===== src/rtl/bp_pkg.sv =====
// rtl/bp_pkg.sv - shared types, counter reset value and saturation helper for branch_predict_unit
package bp_pkg;

  localparam int BP_TAG_W = 8;

  typedef enum logic [1:0] {
    STRONG_NT = 2'b00,
    WEAK_NT   = 2'b01,
    WEAK_T    = 2'b10,
    STRONG_T  = 2'b11
  } bp_ctr_e;

  localparam bp_ctr_e CTR_RESET = WEAK_NT;

  typedef struct packed {
    logic                valid;
    logic [BP_TAG_W-1:0] tag;
    logic [31:0]         target;
  } bp_btb_entry_t;

  function automatic bp_ctr_e bp_ctr_next(input bp_ctr_e ctr, input logic taken);
    logic [1:0] raw;
    raw = ctr;
    if (taken && raw != 2'b11) begin
      raw = raw + 2'd1;
    end else if (!taken && raw != 2'b00) begin
      raw = raw - 2'd1;
    end
    return bp_ctr_e'(raw);
  endfunction

endpackage


===== src/rtl/branch_target_buffer.sv =====
// rtl/branch_target_buffer.sv - tag/target/valid array, combinational read, clocked write
module branch_target_buffer
  import bp_pkg::*;
#(
  parameter int ENTRIES = 64,
  localparam int INDEX_W = $clog2(ENTRIES)
) (
  input  logic                clk_i,
  input  logic                rst_ni,
  input  logic [INDEX_W-1:0]  rd_idx_i,
  output bp_btb_entry_t       rd_entry_o,
  input  logic                wr_en_i,
  input  logic [INDEX_W-1:0]  wr_idx_i,
  input  logic [BP_TAG_W-1:0] wr_tag_i,
  input  logic [31:0]         wr_target_i
);

  bp_btb_entry_t mem [ENTRIES];

  always_ff @(posedge clk_i or negedge rst_ni) begin
    if (!rst_ni) begin
      for (int i = 0; i < ENTRIES; i++) begin
        mem[i] <= '0;
      end
    end else if (wr_en_i) begin
      mem[wr_idx_i] <= '{valid: 1'b1, tag: wr_tag_i, target: wr_target_i};
    end
  end

  // Reads see pre-write contents; a same-cycle update is not bypassed.
  assign rd_entry_o = mem[rd_idx_i];

endmodule


===== src/rtl/branch_predict_unit.sv =====
// rtl/branch_predict_unit.sv - BTB + 2-bit counter branch predictor; BP_GSHARE_EN selects gshare counter indexing
module branch_predict_unit
  import bp_pkg::*;
#(
  parameter int ENTRIES = 64,
  parameter int TAG_W   = BP_TAG_W,
  parameter int GHR_W   = 6
) (
  input  logic        clk_i,
  input  logic        rst_ni,
  input  logic        stall_f_i,
  input  logic        stall_d_i,
  input  logic        flush_d_i,
  input  logic [31:0] pc_f_i,
  output logic        predict_taken_f_o,
  output logic [31:0] predict_pc_f_o,
  input  logic        branch_d_i,
  input  logic [31:0] pc_d_i,
  input  logic        taken_d_i,
  input  logic [31:0] target_d_i,
  output logic        predict_miss_o,
  output logic [31:0] recover_pc_o
);

  localparam int INDEX_W = $clog2(ENTRIES);

  logic [INDEX_W-1:0] idx_f;
  logic [INDEX_W-1:0] idx_d;
  logic [INDEX_W-1:0] ctr_idx_f;
  logic [INDEX_W-1:0] ctr_idx_d;
  logic               pred_taken_d;
  logic [31:0]        pred_pc_d;
  logic               hit_f;
  logic               res;
  logic               mismatch;
  bp_btb_entry_t      btb_rd;
  bp_ctr_e            ctr [ENTRIES];
  logic               unused_ok;

  assign idx_f = pc_f_i[INDEX_W+1:2];
  assign idx_d = pc_d_i[INDEX_W+1:2];

`ifdef BP_GSHARE_EN
  logic [GHR_W-1:0] ghr;

  assign ctr_idx_f = idx_f ^ INDEX_W'(ghr);

  always_ff @(posedge clk_i or negedge rst_ni) begin
    if (!rst_ni) begin
      ghr <= '0;
    end else if (res) begin
      ghr <= {ghr[GHR_W-2:0], taken_d_i};
    end
  end
`else
  logic [GHR_W-1:0] unused_ghr;

  assign unused_ghr = '0;
  assign ctr_idx_f  = idx_f;
`endif

  branch_target_buffer #(.ENTRIES(ENTRIES)) u_btb (
    .clk_i       (clk_i),
    .rst_ni      (rst_ni),
    .rd_idx_i    (idx_f),
    .rd_entry_o  (btb_rd),
    .wr_en_i     (res && taken_d_i),
    .wr_idx_i    (idx_d),
    .wr_tag_i    (pc_d_i[INDEX_W+2 +: TAG_W]),
    .wr_target_i (target_d_i)
  );

  assign hit_f             = btb_rd.valid && (btb_rd.tag == pc_f_i[INDEX_W+2 +: TAG_W]);
  assign predict_taken_f_o = hit_f && ctr[ctr_idx_f][1];
  assign predict_pc_f_o    = predict_taken_f_o ? btb_rd.target : pc_f_i + 32'd4;

  // Flush beats stall so a squashed prediction can never resolve later.
  always_ff @(posedge clk_i or negedge rst_ni) begin
    if (!rst_ni) begin
      pred_taken_d <= 1'b0;
      pred_pc_d    <= '0;
      ctr_idx_d    <= '0;
    end else if (flush_d_i) begin
      pred_taken_d <= 1'b0;
      pred_pc_d    <= '0;
      ctr_idx_d    <= '0;
    end else if (!stall_d_i) begin
      pred_taken_d <= predict_taken_f_o;
      pred_pc_d    <= predict_pc_f_o;
      ctr_idx_d    <= ctr_idx_f;
    end
  end

  assign res            = branch_d_i && !stall_d_i;
  assign mismatch       = (taken_d_i != pred_taken_d) || (taken_d_i && target_d_i != pred_pc_d);
  assign predict_miss_o = res && mismatch;
  assign recover_pc_o   = taken_d_i ? target_d_i : pc_d_i + 32'd4;

  always_ff @(posedge clk_i or negedge rst_ni) begin
    if (!rst_ni) begin
      for (int i = 0; i < ENTRIES; i++) begin
        ctr[i] <= CTR_RESET;
      end
    end else if (res) begin
      ctr[ctr_idx_d] <= bp_ctr_next(ctr[ctr_idx_d], taken_d_i);
    end
  end

  // Fetch stall needs no handling here: lookup is purely combinational on pc_f_i.
  assign unused_ok = stall_f_i;

endmodule

===== config.mk =====
export PLATFORM = sky130hd
export DESIGN_NAME = branch_predict_unit
export DESIGN_NICKNAME = d
export VERILOG_FILES = /design/src/rtl/bp_pkg.sv /design/src/rtl/branch_target_buffer.sv /design/src/rtl/branch_predict_unit.sv
export SDC_FILE = /design/constraint.sdc
export NUM_CORES = 2
export LEC_CHECK = 0
export BUFFER_PORTS_ARGS = -buffer_cell sky130_fd_sc_hd__clkbuf_2
export CAP_MARGIN = 20
export CORE_MARGIN = 2
export CORE_UTILIZATION = 49
export DETAILED_ROUTE_END_ITERATION = 7
export PLACE_DENSITY = 0.64
export SLEW_MARGIN = 20
export SYNTH_ARGS = -nofsm -noshare
export SYNTH_HDL_FRONTEND = slang
export SYNTH_SLANG_ARGS = --single-unit

===== constraint.sdc =====
create_clock -name clk_i -period 4.85 [get_ports clk_i]
set_clock_uncertainty 0.05 [all_clocks]
set_input_delay 0.2425 -clock clk_i [delete_from_list [all_inputs] [get_ports clk_i]]
set_output_delay 0.2425 -clock clk_i [all_outputs]
set_load 0.02 [all_outputs]

==> metrics.md <==
| Metric | Value |
|---|---|
| Status | complete, but fails checks |
| Failing checks | setup timing |
| Slack of the critical path | -0.0191 ns |
| R2R Path End | ctr[107] |
| Hold Crit Class | in2async |
| Starting Density | 49.1% |
| Number of buffers added on ports | 167 |
| Max-cap viol count | 0 |
| Worst-margin pin slew | 1.27 ns |
| Pwr/cell area | 368 nW/µm² |
| Leakage dissipation | 69.2 nW |
| Die width | between 500 and 600 µm |
| Initial antenna violation count | 25 |
| Peak supply drop | 0.327 mV |
| CP Class | reg2out |
| Global-route wire length before repair | 591000 µm |
| Synthesis-to-layout area growth | 12.7% |
| Total CTS buffers | 302 |
| # rows | 188 |
| Buffer depth of the longest clock path | 4 |
| RR Startpoint | ctr_idx_d[1] |
| Mapped Cells | 8305 |
| Pin count of the biggest net entering global routing | approximately 170 |
| CTS tree | yes |
| Slew Viols, Final | 0 |
| Critical-path cell list | mux4_2 -> a22o_1 -> a221oi_2 -> buf_4 -> nor2_4 -> a311oi_2 -> xnor2_2 -> or4_4 -> nor2_4 -> buf_6 -> buf_12 -> mux2_2 -> buf_2 |
| GRT overflow | 0 |
| Critical path buffer and inverter count | 4 |
| Layout cells sized above 1 | 53.9% |
| Initial drt markers | 7227 |
| WP data required | 4.56 ns |
| Dominant synthesized flop cell | dfrtp_1 |
| Via/cell ratio | between 6 and 7 |
| Die area | 267000 µm² |
| Gp weighted congestion | 0.891 |
| Slowest-stage cell, CP | or4_4 |
| Critical path depth | 13 |
| Critical Path AT | 4.58 ns |
| Max FO, Critical Path | 7 |
| Netlist cell types | between 60 and 70 |
| Most frequent CP cell | nor2_4 |
| Post-synthesis register bit count | ~2800 |
| Reg clk slew, reported paths | 0.06 ns |
| Post-synth EDFFs | 0 |
| Top Family by Delay on Critical Path | simple AND/OR/NAND/NOR gates |
| Hold WS | 0.0126 ns |
| CP Capture Point | predict_pc_f_o[16] |
| Hold Violations, Final | 0 |
| Post-Syn Area | between 100000 and 150000 µm² |
| Placed Area | around 130000 µm² |
| Die H | 516 µm |
| DP HPWL | 243000 µm |
| Placed Cells incl. Taps | 11500 |
| H-tree depth | 5 |
| Synthesized Nets | 8412 |
| Clk sinks | 2791 |
| Routed WL per cell | 34.1 µm |
| Yosys warns | 0 |
| Fin cells | 12100 |
| Vias | 77500 |
| Mean Syn Cell Area | 15.5 µm² |
| R2R setup slack | 0.76 ns |
| Vias in the first global route | 80100 |
| Final setup viols | 4 |
| ANT nets after route | 0 |
| Post-synth top area share | 53.0% |
| Area of the core | ~260000 µm² |
| Largest stage delay, worst path | between 0.6 and 0.7 ns |
| Post-synthesis async set-or-reset flop share | between 90% and 100% |
| Top cells by area, synth | dfrtp_1, mux2_2, mux4_2 |
| Root Driver | clkbuf_16 |
| Pwr Total | 0.0533 W |
| Crit. End Element | output port |
| Startpoint Class | flop |
| WL final | 413000 µm |
| R2R cell count | 13 |
| Post-route cell area | 145000 µm² |
| Clock Latency Late Sink | 0.89 ns |
| Tcrit/Tclk final | 100% |
| I/O pin total | 169 |
| Drc violations | 0 |
| First drt pass iteration count | 5 |
| Synth area leader | dfrtp_1 |
| RSZ-0062 raised after global routing | yes |
| Critical path origin | u_btb.mem[1061] |
| Fin crit period | 4.87 ns |
| Post-synthesis sequential area ratio | 54.4% |
| Nets@finish | 8453 |
| Slew margin rel. | around 15% |
| Fmax | 205 MHz |
| Tot GR Track Use | 31.0% |
[sequential cells by signal (all words and copies together) (netlist names)]
signal        flops
pred_taken_d      1
ctr             128
u_btb.mem      2624
ctr_idx_d         6
pred_pc_d        32
[power by group]
part           internal [W]  total (W)  switching [W]  leakage (nW)
logic               0.00218    0.00498        0.00280          26.1
registers            0.0245     0.0251       0.000624          38.2
clock network        0.0137     0.0232        0.00954          4.85
total                0.0404     0.0533         0.0130          69.2
[Yosys cell counts, types with 6 or more instances]
| master | n |
|---|---|
| xor2_1 | 45 |
| a211oi_1 | 9 |
| buf_2 | 76 |
| mux4_2 | 777 |
| o211ai_1 | 10 |
| a221oi_1 | 24 |
| or2_2 | 34 |
| nor3_1 | 34 |
| and3_1 | 36 |
| o21ai_0 | 110 |
| a21oi_1 | 37 |
| buf_1 | 13 |
| nor2_1 | 108 |
| a22o_1 | 12 |
| nand3b_1 | 13 |
| mux2i_1 | 103 |
| dfrtp_1 | 2727 |
| nor4_1 | 7 |
| nor2b_1 | 11 |
| clkbuf_1 | 697 |
| nand4_1 | 30 |
| nand3_1 | 44 |
| and4_1 | 6 |
| inv_1 | 16 |
| a22oi_1 | 79 |
| buf_4 | 21 |
| xnor2_1 | 43 |
| dfstp_2 | 64 |
| nand2_1 | 247 |
| a311o_1 | 22 |
| a31oi_1 | 11 |
| and2_1 | 20 |
| or4_1 | 7 |
| buf_6 | 19 |
| mux2_2 | 2675 |
| a221o_1 | 11 |
| nor3b_1 | 11 |
| nand2b_1 | 34 |
[stage by stage]
stage	setup WS (ns)	TNS (ns)	util (%)
after floorplan	0.914	0	-
after global placement	0.00666	0	51.3
after detailed placement	0.105	0	51.3
after CTS	0.0362	0	55.2
after global routing	-0.164	-3.78	55.4
final	-0.0191	-0.0237	55.4
[kinds of logic (layout without fill, tap and decap cells)]
group	count (synthesis)	in the layout	share of synthesized area, %
mux	3556	3556	37.8
flops	2791	2791	54.4
simple gates	658	658	2.52
xor+xnor	88	88	0.599
buf+inv	845	1110	2.71
fa+ha+maj	4	4	0.0389
compound gates	363	363	1.95
other cells	0	22	0
[layout by cell type, fill, tap and decap left out, types with 32 or more instances in the layout]
master,instances
nand2b_1,34
clkbuf_1,79
mux4_2,777
nand2_4,32
mux2_2,2659
o21ai_0,110
nor2_4,35
clkbuf_2,143
dlygate4sd3_1,39
buf_12,54
a21oi_1,36
a22oi_1,79
and3_1,36
clkbuf_16,315
dfstp_2,64
xnor2_1,41
mux2i_1,103
or2_2,34
nor2_1,74
clkinv_2,39
nand3_1,44
nand2_1,215
dfrtp_1,2727
clkbuf_8,63
xor2_1,45
buf_4,300
[what timing repair did]
item,in CTS,in global routing
pin swaps,1,6
endpoints found under the setup margin,32,32
cloned,0,4
gates resized for setup,4,77
hold buffers,39,0
setup buffers,0,8
hold endpoints to repair,220,0
[layout make-up]
| cell class | count | area, µm² |
|---|---|---|
| antenna | 22 | 55.1 |
| clock buffer | 454 | 8970 |
| clock inverter | 74 | 890 |
| fill | 20800 | 117000 |
| inverter | 19 | 73.8 |
| multi-input combinational | 4669 | 55900 |
| sequential | 2791 | 69900 |
| tap | 3515 | 4400 |
| timing repair buffer | 563 | 4810 |
[per-layer routing]
layer  share of wire [%]  wire length (µm)  GRT usage, %  vias to the layer above
met1                  41            167000          42.1                    42500
met2                  46            190000          47.4                     3091
li1                    -                 -             -                    31000
met4                 5.8             23900          15.1                       12
met3                 7.6             31600          6.81                      905
met5               0.020                81             0                        -
[how the worst min path moves through the flow]
stage,cells past startpoint,slack (ns),end
5_1_grt,2,0.01,u_btb.mem[611]
3_5_place_dp,1,0.30,u_btb.mem[978]
4_1_cts,2,0.001,u_btb.mem[570]
6_report,2,0.01,u_btb.mem[978]
2_1_floorplan,0,-0.10,ctr[101]
3_3_place_gp,1,0.29,u_btb.mem[978]
Note: power is estimated with default switching activity, not from simulation.
